## src/rtl/sa_pkg.sv

```systemverilog
// Shared types and defaults for the systolic-array job controller.
package sa_pkg;

    localparam int SA_S_DEFAULT = 64;

    typedef enum logic [2:0] {
        ST_IDLE   = 3'd0,
        ST_START  = 3'd1,
        ST_FEED   = 3'd2,
        ST_DRAIN  = 3'd3,
        ST_FINISH = 3'd4
    } sa_state_e;

endpackage

```

## src/rtl/sa_ctrl.sv

```systemverilog
// Job sequencer for an S-deep systolic array: start, feed M rows,
// drain S steps, then report results and completion.
module sa_ctrl
    import sa_pkg::*;
#(
    parameter int S      = SA_S_DEFAULT,
    parameter int ROWS_W = 8
) (
    input  logic              I_CLK,
    input  logic              I_RST_N,
    input  logic              I_CMD_VLD,
    output logic              O_CMD_RDY,
    input  logic [ROWS_W-1:0] I_CMD_ROWS,
    output logic              O_SA_START,
    output logic              O_SA_END,
    input  logic              I_SA_SHIFT,
    output logic [ROWS_W-1:0] O_RD_ADDR,
    output logic              O_X_ZERO,
    output logic              O_Y_VLD,
    output logic [ROWS_W-1:0] O_Y_IDX,
    output logic              O_DONE,
    output logic              O_BUSY
);

    localparam int DW = $clog2(S) + 1;
    localparam int JW = ((ROWS_W > DW) ? ROWS_W : DW) + 2;
    localparam logic [JW-1:0] S_J        = JW'(S);
    localparam logic [DW-1:0] DRAIN_LAST = DW'(S - 1);

    sa_state_e         state_q, state_d;
    logic [ROWS_W-1:0] m_q, m_d;
    logic [ROWS_W-1:0] feed_q, feed_d;
    logic [ROWS_W-1:0] out_q, out_d;
    logic [ROWS_W-1:0] y_idx_q, y_idx_d;
    logic [DW-1:0]     drain_q, drain_d;
    logic              y_vld_q, y_vld_d;

    // 1-based number of the shift pulse currently being seen
    logic [JW-1:0] j_feed;
    logic [JW-1:0] j_drain;
    logic          feed_last;

    assign j_feed    = JW'(feed_q) + JW'(1);
    assign j_drain   = JW'(m_q) + JW'(drain_q) + JW'(1);
    assign feed_last = (feed_q == (m_q - ROWS_W'(1)));

    always_comb begin
        state_d = state_q;
        m_d     = m_q;
        feed_d  = feed_q;
        out_d   = out_q;
        y_idx_d = y_idx_q;
        drain_d = drain_q;
        y_vld_d = 1'b0;
        unique case (state_q)
            ST_IDLE: begin
                if (I_CMD_VLD) begin
                    m_d     = I_CMD_ROWS;
                    feed_d  = '0;
                    out_d   = '0;
                    y_idx_d = '0;
                    drain_d = '0;
                    state_d = (I_CMD_ROWS == '0) ? ST_FINISH : ST_START;
                end
            end
            ST_START: state_d = ST_FEED;
            ST_FEED: begin
                if (I_SA_SHIFT) begin
                    if (j_feed > S_J) begin
                        y_vld_d = 1'b1;
                        y_idx_d = out_q;
                        out_d   = out_q + ROWS_W'(1);
                    end
                    if (feed_last) state_d = ST_DRAIN;
                    else feed_d = feed_q + ROWS_W'(1);
                end
            end
            ST_DRAIN: begin
                if (I_SA_SHIFT) begin
                    if (j_drain > S_J) begin
                        y_vld_d = 1'b1;
                        y_idx_d = out_q;
                        out_d   = out_q + ROWS_W'(1);
                    end
                    if (drain_q == DRAIN_LAST) state_d = ST_FINISH;
                    else drain_d = drain_q + DW'(1);
                end
            end
            ST_FINISH: state_d = ST_IDLE;
            default:   state_d = ST_IDLE;
        endcase
    end

    always_ff @(posedge I_CLK or negedge I_RST_N) begin
        if (!I_RST_N) begin
            state_q <= ST_IDLE;
            m_q     <= '0;
            feed_q  <= '0;
            out_q   <= '0;
            y_idx_q <= '0;
            drain_q <= '0;
            y_vld_q <= 1'b0;
        end else begin
            state_q <= state_d;
            m_q     <= m_d;
            feed_q  <= feed_d;
            out_q   <= out_d;
            y_idx_q <= y_idx_d;
            drain_q <= drain_d;
            y_vld_q <= y_vld_d;
        end
    end

    // An empty job never starts the array, so it must not end it either
    assign O_CMD_RDY  = (state_q == ST_IDLE);
    assign O_SA_START = (state_q == ST_START);
    assign O_SA_END   = (state_q == ST_FINISH) && (m_q != '0);
    assign O_RD_ADDR  = feed_q;
    assign O_X_ZERO   = (state_q == ST_DRAIN);
    assign O_Y_VLD    = y_vld_q;
    assign O_Y_IDX    = y_idx_q;
    assign O_DONE     = (state_q == ST_FINISH);
    assign O_BUSY     = (state_q != ST_IDLE);

endmodule
```

## config.mk

```make
export PLATFORM = sky130hd
export DESIGN_NAME = sa_ctrl
export DESIGN_NICKNAME = d
export VERILOG_FILES = /design/src/rtl/sa_pkg.sv /design/src/rtl/sa_ctrl.sv
export SDC_FILE = /design/constraint.sdc
export NUM_CORES = 1
export LEC_CHECK = 0
export CAP_MARGIN = 20
export CORE_AREA = 10 10 116 118
export DETAILED_ROUTE_END_ITERATION = 8
export DIE_AREA = 0 0 126 128
export SLEW_MARGIN = 5
export SYNTH_ARGS = -nofsm -noshare
export SYNTH_HDL_FRONTEND = slang
export SYNTH_SLANG_ARGS = --single-unit
```

## constraint.sdc

```tcl
create_clock -name I_CLK -period 4.15 [get_ports I_CLK]
set_clock_uncertainty 0.2 [all_clocks]
set_input_delay 0.83 -clock I_CLK [delete_from_list [all_inputs] [get_ports I_CLK]]
set_output_delay 0.83 -clock I_CLK [all_outputs]
set_load 0.05 [all_outputs]
```

# Word-level counts from Yosys, hierarchy flattened
# Cells that the tools add are included.
[totals] output_inout_bits=23 inputBits=12 regBits=43 word_cells=74
[op_classes] n_eq_ne=15 mux=30 addsub=7 reduce_logical=13 magnitude_cmp=2
[op_table] cell="2-to-1 mux 8 bit" count=11
[op_table] cell="case mux 8 bit (3 select lines)" count=2
[op_table] cell="2-to-1 mux 7 bit" count=3
[op_table] cell="2-to-1 mux 3 bit" count=6
[op_table] cell="adder 8 x 1 -> 8 bit (second input constant)" count=2
[op_table] cell="case mux 8 bit (2 select lines)" count=1
[op_table] cell="inequality test 2 bit (second input constant)" count=7
[op_table] cell="case mux 7 bit (2 select lines)" count=1
[op_table] cell="case mux 3 bit (4 select lines)" count=1
[op_table] cell="adder 9 x 1 -> 10 bit (second input constant)" count=1
[op_table] cell="greater-than comparator 10 x 7 -> 1 bit (second input constant)" count=1
[op_table] cell="adder 8 x 1 -> 9 bit (second input constant)" count=1
[op_table] cell="adder 8 x 7 -> 9 bit" count=1
[op_table] cell="greater-than comparator 9 x 7 -> 1 bit (second input constant)" count=1
[op_table] cell="== test 8 bit" count=1
[op_table] cell="logical NOT 8 bit" count=1
[op_table] cell="AND reduction 4 bit" count=2
[op_table] cell="nonzero test 8 bit" count=1
[op_table] cell="subtractor 8 x 1 -> 8 bit (second input constant)" count=1
[op_table] cell="adder 7 x 1 -> 7 bit (second input constant)" count=1
[op_table] cell="== test 7 x 6 -> 1 bit (second input constant)" count=1
[op_table] cell="== test 3 x 2 -> 1 bit (second input constant)" count=2
[op_table] cell="AND reduction 6 bit" count=1
[op_table] cell="nonzero test 3 bit" count=2
[op_table] cell="other kinds (10)" count=15

# Longest topological paths before layout
# Gate-level depths: netlist of run 1.
[depth] depth_word=6 mapped_depth=13

# Worst setup path before layout of run 1
# No wires, ideal clock.
[synth_path] path_kind="register -> output" from="reg state_q[2]" to="out O_SA_END" path_stages_with_launch=5 arrival_time_ns=2.431 required_time_ns=3.120 slack_ns=0.689 path_cell_list="dfrtp_1 > clkbuf_1 > inv_1 > nor3_1 > o41a_1"
[synth_via] elab_chain_cells=2
[synth_lines] element="start, declared" line_no="sa_ctrl.sv:30" text="sa_state_e state_q, state_d;"
[synth_lines] element="start signal, assigned" line_no="sa_ctrl.sv:104" text="state_q <= state_d;"
[synth_lines] element="== test 3 bit"
[synth_lines] element="named net O_DONE" line_no="sa_ctrl.sv:21" text="output logic O_DONE,"
[synth_lines] element="logical AND 1 bit" line_no="sa_ctrl.sv:117" text="assign O_SA_END = (state_q == ST_FINISH) && (m_q != '0);"
[synth_lines] element="end, declared" line_no="sa_ctrl.sv:15" text="output logic O_SA_END,"
# The timed path passes the listed nets, and every way through them passes these cells.

# Worst setup path in the final report of run 1
[layout_path] from="reg m_q[0]" to="reg out_q[2]"
[layout_via] elab_chain_cells=5
[layout_lines] element="start, declared" line_no="sa_ctrl.sv:31" text="logic [ROWS_W-1:0] m_q, m_d;"
[layout_lines] element="start signal, assigned" line_no="sa_ctrl.sv:105" text="m_q <= m_d;"
[layout_lines] element="adder 8 x 7 -> 9 bit" line_no="sa_ctrl.sv:44" text="assign j_drain = JW'(m_q) + JW'(drain_q) + JW'(1);"
[layout_lines] element="adder 9 x 1 -> 10 bit" line_no="sa_ctrl.sv:44"
[layout_lines] element="greater-than comparator 10 x 7 -> 1 bit" line_no="sa_ctrl.sv:80" text="if (j_drain > S_J) begin"
[layout_lines] element="inequality test 2 x 1 -> 1 bit (no line)"
[layout_lines] element="AND reduction 6 bit (no line)"
[layout_lines] element="end signal, assigned" line_no="sa_ctrl.sv:107" text="out_q <= out_d;"
[layout_lines] element="end, declared" line_no="sa_ctrl.sv:33" text="logic [ROWS_W-1:0] out_q, out_d;"
# No other way between the ends.
# A chain may end at the register's enable or synchronous reset.

==> out/metrics.csv, run 1 <==
metric,value,unit
#FFs+latches synth,43,
wire per inst,14.7,µm
Avg Inst Size Synth,9.29,µm²
YS warnings,0,
fmax,0.274,GHz
crit path max fanout,16,
Routed met2 length,3190,µm
post-CTS setup buffer count,0,
Storage cell area,1080,µm²
initial core utilization,24.5,%
initial antenna violation count,0,
dpl hpwl,5220,µm
max-slew violation count,0,
Metal-1 WL,3350,µm
R2R cell count,11,
CTS H-Tree Depth,2,
Yosys top cell by area,dfrtp_1,
data arrival time of the worst path,3.60,ns
Layout area overhead,24.6,%
Nets,353,
Clock transition at path regs,0.06,ns
CP Capture Type,register,
PostCTS Resize Cnt,0,
Synth area leaders,"dfrtp_1 (39%), ha_1 (5.5%), nand2_1 (5.5%), a22o_1 (2.9%), xor2_1 (2.9%)",
Leak Pwr,1.45,nW
distinct cell type count after synthesis,54,
die area,16100,µm²
area of the multi-input gates,1560,µm²
Cell Rows,39,
RD Place Congestion,0.853,
Vias/cell,4.88,
post-synthesis cell count,296,
max_slew headroom,52.5,%
worst hold path type,register to register,
Inserted Clock Buffers,5,
CP required,4.10,ns
Mapped Nets,321,
Most used DFF post-synth,dfrtp_1,
first-pass GRT wire length,11700,µm
fill cell count,1169,
"Hold-fix buffers, CTS",0,
Die Wd,126,µm
hold depth,1,
layout cells sized above 1,6.38,%
Synth Cell Area,2750,µm²
Setup crit start kind,register,
register area share after synthesis,39.1,%
drt total wl,6940,µm
DR pass1 iterations,4,
Ports,35,
Post-synth EDFFs,0,
Power per Cell Area,753,nW/µm²
Max Buffers Root-to-Sink,2,
Routed Antenna Nets,0,
RSZ-0062 raised after global routing,false,
worst skew pair latency,0.29,ns
# setup viols final,0,
status,"complete, no violations",
post-layout util,30.5,%
Core Region,11200,µm²
vias in the first global route,2313,
largest net degree at the start of global routing,44,
"setup slack, reg-to-reg",0.49,ns
Die H,128,µm
Ant. Diodes,0,
initial DRC count,161,
Tot Pwr,2.58,mW
Buffers on Ports,34,
Overflow after GRT,0,
worst-margin pin slew,0.712,ns
Worst IR Drop VDD,0.222,mV
DRC,0,
Vias,2304,
CTS Sinks,43,
min Tclk post-route,3.66,ns
Max-cap violations,0,
gr usage total,8.72,%
ys async rst share,100,%
metal3 WL,267,µm
Final Hold Violating Endpoints,0,
final setup TNS,0,ns
Top Metal Used,met4,
TritonCTS clock tree,built,
Yosys top cell area share,39.1,%
Final Cycle Share,88.1,%
Clock Tree Root,clkbuf_16,
critical path type,register to register,
state kept, by name (all words and copies together), names as in the netlist:
signal     cells
O_RD_ADDR      8
O_Y_IDX        8
O_Y_VLD        1
drain_q        7
m_q            8
out_q          8
state_q        3
per-layer routing:
| metal | GRT usage [%] | vias up |
|---|---|---|
| met2 | 14.0 | 50 |
| met1 | 11.1 | 1095 |
| li1 | - | 1146 |
| met5 | 0 | - |
| met3 | 2.15 | 13 |
| met4 | 2.95 | 0 |
cell usage in the layout (no fill, tap or decap), types with 2 or more instances in the layout:
master	count
or3b_2	2
a21boi_0	3
nand2b_1	2
nor3_1	7
mux2i_1	4
bufinv_16	2
o21ai_0	9
a211oi_1	2
nand3b_1	8
a2bb2oi_1	4
nor2_1	20
nor2b_1	4
nand3_1	13
a21oi_1	8
a41oi_1	3
ha_1	12
mux2_2	2
a31oi_1	5
dfrtp_1	43
clkbuf_16	5
o211ai_1	6
o31ai_1	8
a22o_1	9
or3_1	3
xnor2_1	7
xor2_1	9
nand4_1	4
nor4_1	4
inv_1	13
o41a_1	2
and3_1	9
clkdlybuf4s50_1	33
a21o_1	2
nand2_1	40
Yosys cell counts, drive strengths merged, types with 5 or more instances:
cell	n
o21ai	10
a21oi	8
o211ai	6
xor2	9
dfrtp	43
a22o	9
nand2	40
ha	12
clkbuf	6
nor4	5
nor2	20
buf	5
nand3	13
a31oi	5
nand3b	8
nor3	7
inv	13
o31ai	9
and3	9
xnor2	7
critical path, cell delays in order (launching register included):
cell,delay [ns]
dfrtp_1,0.43
inv_1,0.14
ha_1,0.19
inv_1,0.06
fa_1,0.41
a21o_1,0.24
a2111oi_4,0.40
a41oi_1,0.16
o31a_2,0.18
o31ai_4,0.42
or3_1,0.51
o211ai_1,0.17
final cells by class:
type / instances / area share [%]
inverter: 13 / 1.42
clock buffer: 5 / 3.65
clock inverter: 3 / 1.97
tap: 143 / 5.22
sequential: 43 / 31.4
timing repair buffer: 36 / 10.8
multi-input combinational: 229 / 45.5
cell families after synthesis:
kind of cell | count (synthesis) | share of synthesized area [%]
and+or+nand+nor | 123 | 23.2
AOI/OAI and AO/OA | 71 | 20.0
DFF | 43 | 39.1
buffers and inverters | 24 | 4.19
xor gates and xnor gates | 16 | 5.10
adders and majority gates | 13 | 6.19
muxes | 6 | 2.27
final timing paths:
path	start	end
setup / recovery	m_q[0]$_DFFE_PN0P_	out_q[2]$_DFFE_PN0P_
hold / removal	O_Y_IDX[2]$_DFFE_PN0P_	O_Y_IDX[2]$_DFFE_PN0P_
setup reg to reg	m_q[0]$_DFFE_PN0P_	out_q[2]$_DFFE_PN0P_
hold reg to reg	O_Y_IDX[2]$_DFFE_PN0P_	O_Y_IDX[2]$_DFFE_PN0P_
max in group asynchronous	I_RST_N	O_Y_IDX[2]$_DFFE_PN0P_
min in group asynchronous	I_RST_N	O_RD_ADDR[5]$_DFFE_PN0P_
report_power, final:
group          switching, mW  internal (mW)  total (mW)
sequential             0.229          0.565       0.793
clock                  0.170          0.345       0.515
combinational          0.763          0.508        1.27
total                   1.16           1.42        2.58
metrics by stage:
step           area, µm²  worst slack (ns)  hold WS [ns]  instances
2_1_floorplan       2750             0.689         0.291        296
3_3_place_gp        3210             0.644         0.290        463
3_5_place_dp        3210             0.511         0.289        463
4_1_cts             3400             0.494         0.308        471
5_1_grt             3430             0.259         0.325        472
6_report            3430             0.494         0.305        472
No activity file was read; power rests on OpenSTA's default activity.
==> run 2, diff against run 1 <==
--- a/constraint.sdc
+++ b/constraint.sdc
@@ -4,2 +4,2 @@
 set_output_delay 0.83 -clock I_CLK [all_outputs]
-set_load 0.05 [all_outputs]
+set_load 0.005 [all_outputs]
==> results of run 2 <==
The final DEF is identical to that of run 1. Status: complete, no violations.
Among the figures that moved: total power 2.58 mW -> 2.34 mW; worst IR drop on VDD 0.222 mV -> 0.221 mV
